<file path="src/rtl/timer_sched.sv">
// timer_sched: NCH down-counting timers on one shared prescaled tick; expiries are delivered
// one at a time over a round-robin valid/ready event port. Optional: TIMER_SCHED_OVERRUN_EN.
module timer_sched #(
    parameter  int NCH      = 4,
    parameter  int PRESCALE = 12000,
    parameter  int CW       = 16,
    localparam int CHW      = $clog2(NCH)
) (
    input  logic             clki,
    input  logic             rstn,
    input  logic             cfg_we,
    input  logic [CHW-1:0]   cfg_ch,
    input  logic [CW-1:0]    cfg_reload,
    input  logic             cfg_periodic,
    input  logic [NCH-1:0]   start,
    input  logic [NCH-1:0]   stop,
    output logic             base_tick,
    output logic [NCH-1:0]   busy,
    output logic             evt_valid,
    output logic [CHW-1:0]   evt_ch,
    input  logic             evt_ready,
`ifdef TIMER_SCHED_OVERRUN_EN
    output logic [NCH-1:0]   overrun,
    input  logic [NCH-1:0]   overrun_clr,
`endif
    output logic             dbg_arb_present
);

    localparam int PW = (PRESCALE > 2) ? $clog2(PRESCALE) : 1;

    typedef enum logic {ARB_IDLE = 1'b0, ARB_PRESENT = 1'b1} arb_state_t;

    logic [PW-1:0]  presc_q, presc_d;
    logic           tick_q, tick_d;

    logic [CW-1:0]  count_q  [NCH];
    logic [CW-1:0]  count_d  [NCH];
    logic [CW-1:0]  reload_q [NCH];
    logic [CW-1:0]  reload_d [NCH];
    logic [CW-1:0]  ld_val   [NCH];
    logic [NCH-1:0] per_q, per_d;
    logic [NCH-1:0] busy_q, busy_d;
    logic [NCH-1:0] pend_q, pend_d;
    logic [NCH-1:0] cfg_sel;
    logic [NCH-1:0] expire;

    arb_state_t     state_q, state_d;
    logic           valid_q, valid_d;
    logic [CHW-1:0] ch_q, ch_d;
    logic [CHW-1:0] rr_q, rr_d;
    logic           hs;
    logic           grant_found;
    logic [CHW-1:0] grant_ch;

    function automatic logic [CHW-1:0] wrap_add(input logic [CHW-1:0] a, input int k);
        return CHW'((int'(a) + k) % NCH);
    endfunction

    always_comb begin
        presc_d = (presc_q == PW'(PRESCALE - 1)) ? '0 : presc_q + PW'(1);
        tick_d  = (presc_q == PW'(PRESCALE - 1));
    end

    // A start that coincides with a config write to the same channel loads the new value.
    always_comb begin
        cfg_sel = '0;
        for (int i = 0; i < NCH; i++) begin
            cfg_sel[i] = cfg_we && (cfg_ch == CHW'(i));
            ld_val[i]  = cfg_sel[i] ? cfg_reload : reload_q[i];
        end
    end

    always_comb begin
        count_d  = count_q;
        reload_d = reload_q;
        per_d    = per_q;
        busy_d   = busy_q;
        expire   = '0;
        for (int i = 0; i < NCH; i++) begin
            if (cfg_sel[i]) begin
                reload_d[i] = cfg_reload;
                per_d[i]    = cfg_periodic;
            end
            if (stop[i]) begin
                busy_d[i] = 1'b0;
            end else if (start[i] && (ld_val[i] != '0)) begin
                count_d[i] = ld_val[i];
                busy_d[i]  = 1'b1;
            end else if (tick_q && busy_q[i]) begin
                if (count_q[i] == CW'(1)) begin
                    expire[i] = 1'b1;
                    if (per_q[i] && (reload_q[i] != '0)) begin
                        count_d[i] = reload_q[i];
                    end else begin
                        count_d[i] = '0;
                        busy_d[i]  = 1'b0;
                    end
                end else begin
                    count_d[i] = count_q[i] - CW'(1);
                end
            end
        end
    end

    // Event port: evt_valid/evt_ch stay frozen from assertion until the edge where
    // evt_valid && evt_ready; exactly one event transfers on that edge.
    assign hs = valid_q && evt_ready;

    always_comb begin
        pend_d = '0;
        for (int i = 0; i < NCH; i++) begin
            pend_d[i] = expire[i] | (pend_q[i] & ~(hs && (ch_q == CHW'(i))));
        end
    end

    always_comb begin
        grant_found = 1'b0;
        grant_ch    = '0;
        for (int k = 0; k < NCH; k++) begin
            if (!grant_found && pend_q[wrap_add(rr_q, k)]) begin
                grant_found = 1'b1;
                grant_ch    = wrap_add(rr_q, k);
            end
        end
    end

    always_comb begin
        state_d = state_q;
        valid_d = valid_q;
        ch_d    = ch_q;
        rr_d    = rr_q;
        case (state_q)
            ARB_IDLE: begin
                if (grant_found) begin
                    ch_d    = grant_ch;
                    valid_d = 1'b1;
                    state_d = ARB_PRESENT;
                end
            end
            ARB_PRESENT: begin
                if (evt_ready) begin
                    valid_d = 1'b0;
                    rr_d    = wrap_add(ch_q, 1);
                    state_d = ARB_IDLE;
                end
            end
            default: begin
                valid_d = 1'b0;
                state_d = ARB_IDLE;
            end
        endcase
    end

    always_ff @(posedge clki or negedge rstn) begin
        if (!rstn) begin
            presc_q <= '0;
            tick_q  <= 1'b0;
            per_q   <= '0;
            busy_q  <= '0;
            pend_q  <= '0;
            state_q <= ARB_IDLE;
            valid_q <= 1'b0;
            ch_q    <= '0;
            rr_q    <= '0;
            for (int i = 0; i < NCH; i++) begin
                count_q[i]  <= '0;
                reload_q[i] <= '0;
            end
        end else begin
            presc_q  <= presc_d;
            tick_q   <= tick_d;
            per_q    <= per_d;
            busy_q   <= busy_d;
            pend_q   <= pend_d;
            state_q  <= state_d;
            valid_q  <= valid_d;
            ch_q     <= ch_d;
            rr_q     <= rr_d;
            count_q  <= count_d;
            reload_q <= reload_d;
        end
    end

`ifdef TIMER_SCHED_OVERRUN_EN
    logic [NCH-1:0] ovr_q, ovr_d;

    // A merged expiry (channel already pending) sets the flag; set beats a same-cycle clear.
    assign ovr_d = (ovr_q & ~overrun_clr) | (expire & pend_q);

    always_ff @(posedge clki or negedge rstn) begin
        if (!rstn) begin
            ovr_q <= '0;
        end else begin
            ovr_q <= ovr_d;
        end
    end

    assign overrun = ovr_q;
`endif

    assign base_tick       = tick_q;
    assign busy            = busy_q;
    assign evt_valid       = valid_q;
    assign evt_ch          = ch_q;
    assign dbg_arb_present = (state_q == ARB_PRESENT);

endmodule

</file>
<file path="config.mk">
export PLATFORM = sky130hd
export DESIGN_NAME = timer_sched
export DESIGN_NICKNAME = d
export VERILOG_FILES = /design/src/rtl/timer_sched.sv
export SDC_FILE = /design/constraint.sdc
export NUM_CORES = 1
export LEC_CHECK = 0
export CAP_MARGIN = 25
export CORE_ASPECT_RATIO = 0.8
export CORE_UTILIZATION = 50
export CTS_CLUSTER_SIZE = 16
export DETAILED_ROUTE_END_ITERATION = 6
export DONT_BUFFER_PORTS = 1
export PLACE_DENSITY = 0.71
export SKIP_CTS_REPAIR_TIMING = 1
export SLEW_MARGIN = 20
export SYNTH_ARGS = -nofsm -noshare
export SYNTH_HDL_FRONTEND = slang
export SYNTH_SLANG_ARGS = --single-unit
</file>
<file path="constraint.sdc">
create_clock -name clki -period 3.2 [get_ports clki]
set_input_delay 0.96 -clock clki [delete_from_list [all_inputs] [get_ports clki]]
set_output_delay 0.96 -clock clki [all_outputs]
set_load 0.02 [all_outputs]
</file>
==> flow_summary_export.csv <==
group,metric,value,unit
routing,wl,26400,um
cells_and_area,post-route-util,56.7,%
clocking,numClockSinks,161,
timing,setup_viol,0,
global_routing,grt_max_degree,162,
clocking,cts_buffers,17,
placement,io_buffers,0,
routing,viasPerCell,6.50,
pwr,switching_share,32.2,%
routing,vias,7725,
timing,max_clock_freq,0.384,GHz
yosys,synthesis.nets,958,
yosys,yosysSeqAreaShare,43.1,%
yosys,synth-edff-count,0,
timing,fin_tns_setup,0,ns
routing,drtAntennaViolNets,0,
critical_path,worst_setup_path_end_kind,"register",
clocking,cts_root_buffer,"clkbuf_16",
critical_path,cp_slowest_cell,"nor4_2",
yosys,synth-main-ff-cell,"dfrtp_1",
critical_path,startpoint_type,"register",
clocking,cts.clk_slew.worst_paths,0.07,ns
placement,dpl_worst_slack,0.348,ns
clocking,cts_tree,"built",
critical_path,reg2reg_slack,0.60,ns
critical_path,r2r_end,"count_q[37]$_DFFE_PN0P_",
timing,clock_skew,0.00905,ns
critical_path,worstPathArrival,2.95,ns
global_routing,antenna_found_initial,0,
floorplanning,dieArea,19200,um2
routing,routed-wl-met2,11600,um
status,status,"finished, final reports clean",
floorplanning,core,18200,um2
cells_and_area,nets,967,
yosys,netlist_instances,914,
pwr,p_switching,2100,uW
timing,rsz0062_at_grt,"no",
timing,whs,0.209,ns
critical_path,cp_num_buf_inv,1,
pwr,clock_power_share,33.4,%
clocking,cts.path.max_buffers,2,
floorplanning,initial_core_util,51.3,%
routing,drtIter0Drc,913,
global_routing,grt-ovfl-total,0,
pwr,ir_drop,325,uV
yosys,synth.cell_area,9340,um2
yosys,synth_async_sr_flop_share,100,%
pwr,seqPwrFrac,45.5,%
timing,slew_viol_final,0,
global_routing,grt_pass1_wl,42000,um
critical_path,crit_end,"count_q[37]$_DFFE_PN0P_",
critical_path,critPathTopFamily,"simple AND/OR/NAND/NOR gates",
routing,dr_wl_met3,2180,um
global_routing,grt_pass1_vias,7326,
routing,routed.top_layer,"met4",
timing,period_minus_slack,2.60,ns
pwr,power.density,631,nW/um2
critical_path,r2r-start,"count_q[41]$_DFFE_PN0P_",
routing,routedWlPerCell,22.2,um
critical_path,critPathMaxStageDelay,0.62,ns
floorplanning,io-pin-count,40,
critical_path,reg2regPathDepth,6,
floorplanning,die_w,155,um
timing,worst_slack,0.596,ns
cells_and_area,diodes,0,
critical_path,crit_fanout,13,
yosys,synth_seq_cells,161,
cells_and_area,drive_gt1_share,18.4,%
critical_path,crit_chain,"nor4_2 > nand4_1 > nor3b_2 > buf_4 > mux2_2 > a221oi_1",
critical_path,path_class,"reg2reg",
global_routing,grt_usage,28.4,%
yosys,syn_area_per_cell,10.2,um2
critical_path,path_depth,6,
floorplanning,die_y,124,um
yosys,synth.yosys.warnings,0,
run,maxCapViolations,0,
clocking,clock_latency,0.44,ns
placement,dp_hpwl,18200,um
routing,drt-met1-wl,11900,um
clocking,htreeDepth,4,
cells_and_area,syn_to_final_growth,10.5,%
pwr,p_total,6520,uW
timing,worstMarginPinSlew,0.912,ns
timing,relSlewSlack,39.2,%
critical_path,required,3.54,ns
routing,dr.pass1.iters,7,
floorplanning,core.rowCount,44,
pwr,internal_power,4420,uW
routing,drc,0,
critical_path,startpoint,"count_q[41]$_DFFE_PN0P_",
yosys,yosys.cell_types.count,68,
placement,place_congestion,0.905,
hold_path,min_path_type,"in2async",
pwr,leakage,0.00419,uW
pwr,p_comb_share,21.1,%
timing,fin_crit_sh,81.4,%
timing,hold_viol,0,
[state kept, by name, indices dropped and copies added (netlist names)]
name	flops
rr_q	2
per_q	4
pend_q	4
presc_q	14
busy	4
evt_ch	2
dbg_arb_present	1
base_tick	1
count_q	64
reload_q	64
evt_valid	1
[kinds of logic (layout without fill, tap and decap cells)]
| logic type | after synthesis | after routing | synth area share (%) |
|---|---|---|---|
| flops | 161 | 161 | 43.1 |
| mux | 100 | 100 | 11.8 |
| compound gates | 177 | 177 | 14.9 |
| xor+xnor | 53 | 53 | 4.97 |
| simple gates | 332 | 332 | 19.9 |
| buf+inv | 78 | 99 | 3.60 |
| fa+ha+maj | 13 | 13 | 1.74 |
[power by group through the flow]
stage          logic [uW]  registers [uW]  clock network (uW)
4_1_cts              1360            2940                2190
3_5_place_dp         1350            2970                   0
5_1_grt              1520            3010                2280
2_1_floorplan        1150            2780                   0
3_3_place_gp         1320            2970                   0
6_report             1370            2970                2180
[metrics by stage]
stage	instance area [um2]	cells
global route	10300	1188
floorplan	9340	914
finish	10300	1188
global placement	9710	1157
detailed placement	9710	1157
CTS	10300	1188
[cell usage after synthesis (all sizes together), types with 4 or more instances]
| cell type | n | area share (%) |
|---|---|---|
| inv | 36 | 1.4 |
| a211oi | 13 | 1.0 |
| and3 | 18 | 1.2 |
| and2 | 13 | 0.87 |
| clkbuf | 23 | 0.92 |
| dfrtp | 161 | 43 |
| nand2b | 7 | 0.47 |
| nand3 | 25 | 1.3 |
| a22oi | 5 | 0.40 |
| nand3b | 5 | 0.40 |
| ha | 13 | 1.7 |
| mux2 | 81 | 9.8 |
| nor4 | 38 | 2.8 |
| nor3b | 8 | 0.64 |
| o31ai | 4 | 0.32 |
| nand4 | 28 | 1.9 |
| a221o | 29 | 3.1 |
| and4 | 5 | 0.47 |
| mux2i | 19 | 2.0 |
| o22ai | 4 | 0.27 |
| nand2 | 64 | 2.6 |
| xor2 | 18 | 1.7 |
| buf | 19 | 1.2 |
| nor2b | 17 | 1.1 |
| a31o | 4 | 0.37 |
| a41oi | 4 | 0.37 |
| xnor2 | 35 | 3.3 |
| a21boi | 4 | 0.36 |
| a22o | 9 | 0.84 |
| nand4b | 5 | 0.47 |
| nor2 | 49 | 2.0 |
| o21ai | 21 | 1.1 |
| a31oi | 8 | 0.54 |
| nor3 | 39 | 2.4 |
| o221ai | 5 | 0.47 |
| a221oi | 23 | 2.2 |
| a21oi | 20 | 1.2 |
[cells in the final DEF, fill, tap and decap left out, types with 7 or more instances in the layout]
master,count
dfrtp_1,161
mux2_2,81
nand2_1,63
nor2_1,49
inv_1,36
xnor2_1,35
nor4_1,35
nor3_1,34
buf_4,32
a221o_1,29
nand4_1,28
nand3_1,25
a221oi_1,23
mux2i_1,19
and3_1,18
xor2_1,18
nor2b_1,17
a21oi_1,17
clkbuf_16,17
o21ai_0,15
and2_1,13
a211oi_1,13
ha_1,13
a22o_1,9
a31oi_1,8
nand2b_1,7
[area by class of cell]
cell class              instances  area [um2]
fillers                      1545        7900
multi-input cells             675        4990
flip-flops and latches        161        4030
clock buffers                  21         470
well taps                     253         317
repair buffers                 32         240
clock inverters                10         149
inverters                      36         135
[per-layer routing]
layer / GRT usage (%) / vias up
met3: 5.60 / 49
met4: 10.5 / 0
met2: 40.9 / 362
li1: - / 3492
met1: 42.0 / 3822
met5: 0 / -
[worst min-delay path by stage]
stage | slack [ns] | to | startpoint | cells past startpoint
after floorplan | 0.45 | presc_q[0]$_DFF_PN0_ | presc_q[0]$_DFF_PN0_ | 1
after global placement | 0.47 | presc_q[0]$_DFF_PN0_ | presc_q[0]$_DFF_PN0_ | 1
after detailed placement | 0.47 | presc_q[0]$_DFF_PN0_ | presc_q[0]$_DFF_PN0_ | 1
after CTS | 0.20 | count_q[19]$_DFFE_PN0P_ | rstn | 0
after global routing | 0.20 | reload_q[16]$_DFF_PN0_ | rstn | 0
final | 0.21 | count_q[19]$_DFFE_PN0P_ | rstn | 0
Power figures use the tool's default switching activity.
